==> config.mk <==
export PLATFORM = sky130hd
export DESIGN_NAME = key_entry_buffer_flat
export DESIGN_NICKNAME = d
export VERILOG_FILES = /design/src/rtl/key_entry_buffer_if.sv /design/src/rtl/key_entry_buffer.sv /design/src/flat_wrapper.sv
export SDC_FILE = /design/constraint.sdc
export NUM_CORES = 1
export LEC_CHECK = 0
export ABC_AREA = 1
export CAP_MARGIN = 20
export CORE_MARGIN = 1
export CORE_UTILIZATION = 35
export DETAILED_ROUTE_END_ITERATION = 16
export GPL_ROUTABILITY_DRIVEN = 0
export PLACE_DENSITY_LB_ADDON = 0.05
export SLEW_MARGIN = 5
export SYNTH_ARGS = -nofsm -noshare
export SYNTH_HDL_FRONTEND = slang
export SYNTH_SLANG_ARGS = --single-unit
==> constraint.sdc <==
create_clock -name clock -period 1.6 [get_ports clock]
set_clock_uncertainty 0.15 [all_clocks]
set_input_delay 0.24 -clock clock [delete_from_list [all_inputs] [get_ports clock]]
set_output_delay 0.24 -clock clock [all_outputs]
set_load 0.02 [all_outputs]
==> src/rtl/key_entry_buffer_if.sv <==
// key_entry_buffer_if: keypad key-entry bus between the key-strobe/commit
// source (master) and the key-entry buffer (slave).
//   shift       : one-cycle key strobe
//   key         : key code, sampled when shift=1
//   commit      : one-cycle request to accept the current entry
//   key_buffer  : stored digits, digit i at [i*KEY_W +: KEY_W], digit 0 newest
//   digit_count : digits entered since last clear/commit (saturating)
//   full        : digit_count == DIGITS
//   time_valid  : low four digits form a legal HH:MM
//   accept      : one-cycle pulse, commit succeeded
//   reject      : one-cycle pulse, commit refused
//   key_err     : one-cycle pulse, illegal key code strobed
interface key_entry_buffer_if #(
    parameter int DIGITS = 4,
    parameter int KEY_W  = 4
);
    localparam int CNT_W = $clog2(DIGITS + 1);

    logic                    shift;
    logic [KEY_W-1:0]        key;
    logic                    commit;
    logic [DIGITS*KEY_W-1:0] key_buffer;
    logic [CNT_W-1:0]        digit_count;
    logic                    full;
    logic                    time_valid;
    logic                    accept;
    logic                    reject;
    logic                    key_err;

    modport master (
        output shift, key, commit,
        input  key_buffer, digit_count, full, time_valid, accept, reject, key_err
    );

    modport slave (
        input  shift, key, commit,
        output key_buffer, digit_count, full, time_valid, accept, reject, key_err
    );
endinterface

==> src/rtl/key_entry_buffer.sv <==
// key_entry_buffer: keypad key-entry register for the alarm clock.
// Keeps the last DIGITS decimal keys in a shift chain (digit 0 = newest),
// handles clear and backspace keys, counts entered digits, checks the low
// four digits as HH:MM and runs the commit/accept/reject handshake.
// Ports:
//   clock : system clock, all state on posedge
//   reset : synchronous, active-low
//   bus   : key_entry_buffer_if slave (strobe/key/commit in, buffer/status out)
module key_entry_buffer #(
    parameter int DIGITS   = 4,
    parameter int KEY_W    = 4,
    parameter int NO_KEY   = 10,
    parameter int CLR_KEY  = 11,
    parameter int BKSP_KEY = 12
) (
    input  logic                clock,
    input  logic                reset,
    key_entry_buffer_if.slave   bus
);
    localparam int CNT_W = $clog2(DIGITS + 1);

    localparam logic [KEY_W-1:0] K_NINE = KEY_W'(9);
    localparam logic [KEY_W-1:0] K_NO   = KEY_W'(NO_KEY);
    localparam logic [KEY_W-1:0] K_CLR  = KEY_W'(CLR_KEY);
    localparam logic [KEY_W-1:0] K_BKSP = KEY_W'(BKSP_KEY);
    localparam logic [CNT_W-1:0] C_MAX  = CNT_W'(DIGITS);

    logic [DIGITS-1:0][KEY_W-1:0] digits_q, digits_d;
    logic [CNT_W-1:0]             count_q,  count_d;
    logic                         accept_q, accept_d;
    logic                         reject_q, reject_d;
    logic                         key_err_q, key_err_d;
    logic                         full;
    logic                         time_valid;

    assign full = (count_q == C_MAX);

    generate
        if (DIGITS >= 4) begin : g_hhmm
            logic [KEY_W-1:0] ms_hr, ls_hr, ms_min, ls_min;
            assign ms_hr  = digits_q[3];
            assign ls_hr  = digits_q[2];
            assign ms_min = digits_q[1];
            assign ls_min = digits_q[0];
            // Hours 00..23, minutes 00..59; 2x hours need LS_HR <= 3.
            assign time_valid = (ms_hr <= KEY_W'(2)) && (ls_hr <= K_NINE) &&
                                (ms_min <= KEY_W'(5)) && (ls_min <= K_NINE) &&
                                ((ms_hr < KEY_W'(2)) || (ls_hr <= KEY_W'(3)));
        end else begin : g_no_hhmm
            assign time_valid = 1'b1;
        end
    endgenerate

    always_comb begin
        digits_d  = digits_q;
        count_d   = count_q;
        accept_d  = 1'b0;
        reject_d  = 1'b0;
        key_err_d = 1'b0;
        if (bus.shift) begin
            // A strobe always wins; a simultaneous commit is dropped.
            if (bus.key <= K_NINE) begin
                for (int i = DIGITS - 1; i > 0; i--) digits_d[i] = digits_q[i-1];
                digits_d[0] = bus.key;
                if (!full) count_d = count_q + CNT_W'(1);
            end else if (bus.key == K_NO) begin
                // idle code: nothing to do
            end else if (bus.key == K_CLR) begin
                digits_d = '0;
                count_d  = '0;
            end else if (bus.key == K_BKSP) begin
                // Digits shifted out by saturation are gone; top refills with 0.
                if (count_q != '0) begin
                    for (int i = 0; i < DIGITS - 1; i++) digits_d[i] = digits_q[i+1];
                    digits_d[DIGITS-1] = '0;
                    count_d = count_q - CNT_W'(1);
                end
            end else begin
                key_err_d = 1'b1;
            end
        end else if (bus.commit) begin
            // Digits are kept on accept so the loader can sample key_buffer.
            if (full && time_valid) begin
                accept_d = 1'b1;
                count_d  = '0;
            end else begin
                reject_d = 1'b1;
            end
        end
    end

    always_ff @(posedge clock) begin
        if (!reset) begin
            digits_q  <= '0;
            count_q   <= '0;
            accept_q  <= 1'b0;
            reject_q  <= 1'b0;
            key_err_q <= 1'b0;
        end else begin
            digits_q  <= digits_d;
            count_q   <= count_d;
            accept_q  <= accept_d;
            reject_q  <= reject_d;
            key_err_q <= key_err_d;
        end
    end

    assign bus.key_buffer  = digits_q;
    assign bus.digit_count = count_q;
    assign bus.full        = full;
    assign bus.time_valid  = time_valid;
    assign bus.accept      = accept_q;
    assign bus.reject      = reject_q;
    assign bus.key_err     = key_err_q;
endmodule

==> src/flat_wrapper.sv <==
// flat-port wrapper written by rule: the top's interface ports become plain ports
module key_entry_buffer_flat 
#(
    parameter int DIGITS   = 4,
    parameter int KEY_W    = 4,
    parameter int NO_KEY   = 10,
    parameter int CLR_KEY  = 11,
    parameter int BKSP_KEY = 12
)
  (clock, reset, bus_shift, bus_key, bus_commit, bus_key_buffer, bus_digit_count, bus_full, bus_time_valid, bus_accept, bus_reject, bus_key_err);
  key_entry_buffer_if #(.DIGITS(DIGITS), .KEY_W(KEY_W)) bus_i ();
  input  logic clock;
  input  logic reset;
  input wire logic [$bits(bus_i.shift)-1:0] bus_shift;
  input wire logic [$bits(bus_i.key)-1:0] bus_key;
  input wire logic [$bits(bus_i.commit)-1:0] bus_commit;
  output wire logic [$bits(bus_i.key_buffer)-1:0] bus_key_buffer;
  output wire logic [$bits(bus_i.digit_count)-1:0] bus_digit_count;
  output wire logic [$bits(bus_i.full)-1:0] bus_full;
  output wire logic [$bits(bus_i.time_valid)-1:0] bus_time_valid;
  output wire logic [$bits(bus_i.accept)-1:0] bus_accept;
  output wire logic [$bits(bus_i.reject)-1:0] bus_reject;
  output wire logic [$bits(bus_i.key_err)-1:0] bus_key_err;
  assign bus_i.shift = bus_shift;
  assign bus_i.key = bus_key;
  assign bus_i.commit = bus_commit;
  assign bus_key_buffer = bus_i.key_buffer;
  assign bus_digit_count = bus_i.digit_count;
  assign bus_full = bus_i.full;
  assign bus_time_valid = bus_i.time_valid;
  assign bus_accept = bus_i.accept;
  assign bus_reject = bus_i.reject;
  assign bus_key_err = bus_i.key_err;
  key_entry_buffer #(.DIGITS(DIGITS), .KEY_W(KEY_W), .NO_KEY(NO_KEY), .CLR_KEY(CLR_KEY), .BKSP_KEY(BKSP_KEY)) u_core (.clock(clock), .reset(reset), .bus(bus_i));
endmodule
Word level (Yosys, flattened, before mapping)
Cells that the tools add are included.
{"block": "totals", "regBits": 22, "in_bits": 8, "output_inout_bits": 24, "word_cells": 61}
{"block": "classes", "addsub": 2, "n_lt_le_gt_ge": 7, "n_eq_ne": 9, "muxes": 17, "n_bitwise": 3, "reduce_logical": 15}
{"operator": "$mux 16", "n": 5}
{"operator": "$mux 3", "n": 9}
{"operator": "$eq 4x4->1 const B", "n": 3}
{"operator": "$le 4x4->1 const B", "n": 3}
{"operator": "$reduce_bool 3->1", "n": 3}
{"operator": "$le 4x2->1 const B", "n": 2}
{"operator": "$ne 4x1->1 const B", "n": 2}
{"operator": "$reduce_and 6->1", "n": 1}
{"operator": "$logic_and 1x1->1", "n": 5}
{"operator": "$reduce_or 5->1", "n": 1}
{"operator": "$le 4x3->1 const B", "n": 1}
{"operator": "$lt 4x2->1 const B", "n": 1}
{"operator": "$reduce_and 4->1", "n": 1}
{"operator": "$reduce_bool 2->1", "n": 2}
{"operator": "$add 3x1->3 const B", "n": 1}
{"operator": "$eq 3x3->1 const B", "n": 1}
{"operator": "$mux 1", "n": 3}
{"operator": "$ne 3x2->1 const B", "n": 1}
{"operator": "$ne 3x3->1 const B", "n": 1}
{"operator": "$not 1->1", "n": 3}
{"operator": "$reduce_or 3->1", "n": 1}
{"operator": "$sub 3x1->3 const B", "n": 1}
{"operator": "$ne 2x1->1 const B", "n": 1}
{"operator": "$logic_or 1x1->1", "n": 1}

Depth between registers and ports, before layout
Gate-level depths: netlist of the first run.
{"block": "depth", "depth_word": 9, "ltp_mapped": 10, "ltp_nobuf": 10}

Worst setup path before layout of the first run
OpenSTA, ideal clock, no wires.
{"block": "synth_path", "kind": "register -> output", "startpoint": "reg u_core.digits_q, in the netlist u_core.g_hhmm.ms_min[3]", "endpoint": "out bus_time_valid", "arrival_time_ns": 1.293, "required_time_ns": 1.210, "slack_ns": -0.083, "stages_incl_launch_ff": 4, "n_path_buf": 0, "path_cell_list": "dfxtp_1 inv_1 nand3_1 nor4_1"}
{"block": "synth_between", "elab_chain_len": 4}
{"item": "from (decl)", "line": "key_entry_buffer.sv:28", "source": "logic [DIGITS-1:0][KEY_W-1:0] digits_q, digits_d;"}
{"item": "from (signal assigned)", "line": "key_entry_buffer.sv:100", "source": "digits_q <= digits_d;"}
{"item": "$le 4x3->1", "line": "key_entry_buffer.sv:47", "source": "(ms_min <= KEY_W'(5)) && (ls_min <= K_NINE) &&"}
{"item": "$logic_and 1x1->1", "line": "key_entry_buffer.sv:46", "source": "assign time_valid = (ms_hr <= KEY_W'(2)) && (ls_hr <= K_NINE) &&"}
{"item": "$logic_and 1x1->1 (2 in series)", "line": "key_entry_buffer.sv:47"}
{"item": "to (decl)", "line": "flat_wrapper.sv:20", "source": "output wire logic [$bits(bus_i.time_valid)-1:0] bus_time_valid;"}
No other way between the ends.

Worst setup path after layout of the first run
Ends and elaborated chain as after synthesis.

==> results of run 1 <==
final timing paths:
| check | start | endpoint | slack [ns] | depth (start not counted) |
|---|---|---|---|---|
| min | bus_key[2] | u_core.bus.key_err | 0.21 | 4 |
| max | u_core.g_hhmm.ms_min[3] | bus_time_valid | -0.09 | 4 |
| max reg2reg | u_core.g_hhmm.ms_min[3] | u_core.bus.digit_count[1] | 0.04 | 10 |
| min reg2reg | u_core.g_hhmm.ms_hr[3] | u_core.g_hhmm.ms_hr[3] | 0.44 | 3 |
registers in the layout, summed over array words and instances (netlist names):
name	flops
u_core.g_hhmm.ls_min	4
u_core.g_hhmm.ls_hr	4
u_core.bus.digit_count	3
u_core.g_hhmm.ms_hr	4
u_core.g_hhmm.ms_min	4
u_core.bus.key_err	1
u_core.bus.reject	1
u_core.bus.accept	1
power by group:
part / internal [mW] / total (mW) / switching, mW
Combinational: 0.287 / 0.615 / 0.328
Clock: 0.139 / 0.320 / 0.181
Sequential: 0.594 / 0.620 / 0.0264
Total: 1.02 / 1.56 / 0.535
critical path: stages (launching register included):
cell     delay [ns]
dfxtp_1        0.34
inv_1          0.08
nand3_2        0.11
nor4_2         0.26
buf_2          0.20
routing by layer:
metal  wire length (um)  vias to the layer above  track usage, %
met3                115                        8            2.99
met1               1780                      656            28.4
li1                   -                      704               -
met5                  0                        -               0
met2               1800                       28            35.6
met4                 68                        0            6.82
per-stage QoR:
step / setup WS [ns] / util, % / hold slack (ns)
after floorplan: 0.0289 / - / 0.168
after global placement: -0.387 / 56.8 / 0.413
after detailed placement: -0.459 / 56.8 / 0.427
after CTS: -0.121 / 59.0 / 0.315
after global routing: -0.155 / 62.5 / 0.230
final: -0.0905 / 62.5 / 0.209
area by class of cell:
type	instances	area share, %
clock buffer	4	1.74
inverter	29	5.22
multi-input combinational	108	36.4
sequential	22	21.5
tap	46	2.76
timing repair buffer	80	32.3
cell families after synthesis:
group	after synthesis	synth area share, %
XOR/XNOR	2	1.45
buffers and inverters	36	12.5
AND/OR/NAND/NOR	48	18.0
AO/OA/AOI/OAI	53	28.7
adder cells (fa/ha/maj)	3	3.10
flip-flops	22	36.3
timing repair:
| item | 4_1_cts | 5_1_grt |
|---|---|---|
| gates resized for setup | 51 | 24 |
| pin swaps | 6 | 8 |
| setup buffers | 2 | 4 |
| gates cloned | 1 | 1 |
| endpoints found under the setup margin | 43 | 21 |
cell usage after synthesis (all sizes together):
cell type | count | share of area, %
nand3 | 5 | 2.1
nand4 | 1 | 0.52
clkbuf | 1 | 0.31
o21ai | 8 | 3.6
o22ai | 12 | 6.2
inv | 29 | 9.0
ha | 3 | 3.1
xor2 | 2 | 1.4
buf | 6 | 3.2
a21oi | 21 | 11
nand2 | 22 | 7.6
dfxtp | 22 | 36
nor2 | 16 | 5.4
nor3 | 1 | 0.83
nor4 | 3 | 1.5
o21a | 12 | 7.4
==> flow_summary.yaml, run 1 <==
layout:
  multi_input_area_um2: 759
  stdcell_count: 289
  layout.cells.most_common: "buf_4"
  seq_area_um2: 449
  fill_cells: 327
  fin_area_mm2: 0.00209
  drive_gt1_share_pct: 41.2
  diodes: 0
  nNetsFinal: 255
  synthToLayoutAreaGrowth_pct: 72.0
  layout_common_cells: "buf_4, inv_1, dlygate4sd2_1"
routing:
  ant_nets: 0
  drc: 0
  dr.pass1.iters: 4
  wirelength_um: 3760
  viasPerCell: 4.83
  wire_per_inst_um: 13.0
  vias: 1396
  drt-initial-drc-count: 57
global_routing:
  grt_pass1_wl_um: 5820
  grt_usage_pct: 21.3
  grt_max_degree: 17
  grt_pass1_vias: 1315
  grt_overflow: 0
  antenna_found_initial: 0
yosys:
  syn-num-nets: 175
  seq_area_frac_synth_pct: 36.3
  synth_warnings: 0
  avgSynthCellArea_um2: 7.39
  syn_inst: 164
  synth.cell_area_mm2: 0.00121
  ys_ff_latch: 22
  ys_types: 23
clocking:
  cts.sinks: 22
  cts_root_buffer: "clkbuf_4"
  ctsHtreeMaxLevel: 1
  tritoncts: "built"
  cts_buffers: 3
  clock_latency_ns: 0.32
  clk_pin_slew_ns: 0.14
  clock_path_buffers: 2
  ctsHoldBuffers: 0
floorplan:
  die_x_um: 60.9
  initial_core_util_pct: 36.3
  num_rows: 21
  dieHeight_um: 60.9
  die_area_mm2: 0.00370
  ioPinCount: 32
  coreArea_mm2: 0.00334
pwr:
  ir_drop_v: 0.000467
  total_power_mw: 1.56
  p_per_area_mw_per_mm2: 746
  power.leakage_nw: 1.02
placement:
  dpl-instance-area_mm2: 0.00189
  post-dp-hpwl_um: 2590
  port_buffers: 31
  dp_cells: 277
timing:
  slew-limit-headroom_pct: 58.6
  tightest_slew_ns: 0.620
  fin_crit_sh_pct: 106
  rsz0062_at_grt: "true"
  hold_viol_final: 0
  setup_violations: 1
  fin_ws_ns: -0.0905
  fmax_mhz: 592
  fin_setup_tns_ns: -0.0905
  layout_min_cycle_time_ns: 1.69
  maxSlewViolCount: 0
status:
  violations: "negative setup slack"
  outcome: "complete, but fails checks"
hold_path:
  min_path_type: "in -> reg"
worst_setup_path:
  end_kind: "output pin"
  crit_fanout: 2
  worstSetupPathType: "reg -> out"
  cp-start-kind: "register"
  crit_required_ns: 1.21
  crit_arrival_ns: 1.30
job:
  drv_cap: 0
Note: power is estimated with default switching activity, not from simulation.
==> inputs of run 2 (changes only) <==
==> constraint.sdc (replaced) <==
create_clock -name clock -period 2.1 [get_ports clock]
set_clock_uncertainty 0.15 [all_clocks]
set_input_delay 0.315 -clock clock [delete_from_list [all_inputs] [get_ports clock]]
set_output_delay 0.315 -clock clock [all_outputs]
set_load 0.02 [all_outputs]
==> run 2 against run 1 <==
Net effect:
- the flow now finishes without violations
- clock-buffer cell count is the same
- wire length shrank 22%
- largest power group unchanged
- worst setup slack gained 0.28 ns
- combinational power shrank 43%
- sequential share of layout area grew 5.2 points
- largest cell class unchanged
- global-route usage shrank 4.3 points
- register-to-register slack gained 0.43 ns
- critical path type unchanged
==> flow_summary.yaml, run 2 (synthesized netlist as in run 1, its figures left out) <==
pwr:
  combPwrFrac_pct: 32.7
  ir_drop_v: 0.000266
  swShare_pct: 33.4
  total_power_mw: 1.07
  power.leakage_nw: 0.695
  p_int_uw: 711
  p_seq_share_pct: 44.3
  p_per_area_mw_per_mm2: 648
  power_frac_clock_pct: 23.0
  switchingPower_uw: 357
hold_path:
  min_path_type: "reg -> reg"
global_routing:
  grt_max_degree: 33
  antenna_found_initial: 0
  grt_usage_pct: 17.1
  grt_overflow: 0
  grt_pass1_wl_um: 4640
  grt_pass1_vias: 1063
floorplan:
  coreArea_mm2: 0.00334
  die_x_um: 60.9
  die_area_mm2: 0.00370
  initial_core_util_pct: 36.3
  num_rows: 21
  ioPinCount: 32
  dieHeight_um: 60.9
layout:
  layout_common_cells: "inv_1, clkdlybuf4s50_1, dfxtp_1"
  final_util_pct: 49.4
  nNetsFinal: 213
  diodes: 0
  stdcell_count: 247
  drive_gt1_share_pct: 14.4
  synthToLayoutAreaGrowth_pct: 35.9
timing:
  hold_viol_final: 0
  fin_setup_tns_ns: 0
  maxSlewViolCount: 0
  tightest_slew_ns: 0.605
  rsz0062_at_grt: "false"
  fin_crit_sh_pct: 91.1
  slew-limit-headroom_pct: 59.7
  setup_violations: 0
  layout_min_cycle_time_ns: 1.91
  fmax_mhz: 523
  fin_ws_ns: 0.187
routing:
  ant_nets: 0
  wire_per_inst_um: 11.9
  dr.pass1.iters: 6
  wirelength_um: 2930
  drc: 0
  vias: 1182
  viasPerCell: 4.79
  drt-initial-drc-count: 48
clocking:
  clock_path_buffers: 2
  clock_latency_ns: 0.32
  ctsHtreeMaxLevel: 1
  cts_root_buffer: "clkbuf_4"
  ctsHoldBuffers: 0
  cts.sinks: 22
  clk_pin_slew_ns: 0.13
  tritoncts: "built"
  cts_buffers: 3
worst_setup_path:
  cp-start-kind: "register"
  worstSetupPathType: "reg -> out"
  end_kind: "output pin"
  crit_required_ns: 1.63
  crit_fanout: 4
  crit_arrival_ns: 1.45
placement:
  port_buffers: 31
  dp_slack_ns: -0.0565
  dp_cells: 243
  post-dp-hpwl_um: 2180
status:
  outcome: "completed"
job:
  drv_cap: 0
run 2: cell count changes in the layout (fill, tap and decap cells not counted), sizes merged:
| cell | change |
|---|---|
| dlymetal6s2s | -1 |
| dlygate4sd2 | -22 |
| clkdlybuf4s50 | +25 |
| clkbuf | +1 |
| buf | -43 |
| nand2 | -2 |
run 2: repair_timing:
item,CTS,global route
resized for setup,2,3
endpoints found under the hold margin,0,0
endpoints found under the setup margin,2,1
setup buffers,0,0
run 2: final cells by class:
class / count / area [um^2]
Timing Repair Buffer: 40 / 384
Tap cell: 46 / 57.6
Clock buffer: 4 / 36.3
Multi-Input combinational cell: 106 / 621
Inverter: 29 / 109
Fill cell: 353 / 1690
Sequential cell: 22 / 440
run 2: stage by stage:
stage                     hold slack [ns]  cell area [um^2]
after floorplan                     0.243              1210
after global placement              0.347              1620
after detailed placement            0.355              1620
after CTS                           0.383              1650
after global routing                0.388              1650
final                               0.381              1650
run 2: final timing paths:
check	to	cells past startpoint	slack, ns	from
worst max-delay path	bus_full	5	0.19	u_core.bus.digit_count[1]
worst min-delay path	u_core.g_hhmm.ms_hr[3]	2	0.38	u_core.g_hhmm.ms_hr[3]
worst max register to register	u_core.g_hhmm.ms_hr[3]	8	0.47	u_core.bus.digit_count[1]
worst min register to register	u_core.g_hhmm.ms_hr[3]	2	0.38	u_core.g_hhmm.ms_hr[3]
run 2: power groups by stage:
stage / sequential [mW] / clock (mW) / combinational (mW)
2_1_floorplan: 0.521 / 0 / 0.177
3_3_place_gp: 0.482 / 0 / 0.357
3_5_place_dp: 0.482 / 0 / 0.356
4_1_cts: 0.474 / 0.255 / 0.353
5_1_grt: 0.479 / 0.270 / 0.384
6_report: 0.473 / 0.246 / 0.349
run 2: critical path, stage by stage, from the launching register on:
cell and delay, ns:
dfxtp_1 0.40, inv_1 0.08, ha_1 0.19, nand2_1 0.06
inv_1 0.08, dlygate4sd2_1 0.33
run 2: metal layers:
layer	GRT usage (%)	share of wire, %
met5	0	0
met4	8.77	1.9
met3	2.77	3.6
met2	25.6	44
met1	23.6	50
==> inputs of run 3 (changes only) <==
--- a/config.mk
+++ b/config.mk
@@ -7,7 +7,6 @@
 export LEC_CHECK = 0
 export ABC_AREA = 1
 export CAP_MARGIN = 20
-export CORE_MARGIN = 1
 export CORE_UTILIZATION = 35
 export DETAILED_ROUTE_END_ITERATION = 16
 export GPL_ROUTABILITY_DRIVEN = 0
==> results of run 3 <==
The final DEF is identical to that of run 2; final timing and power are the same.
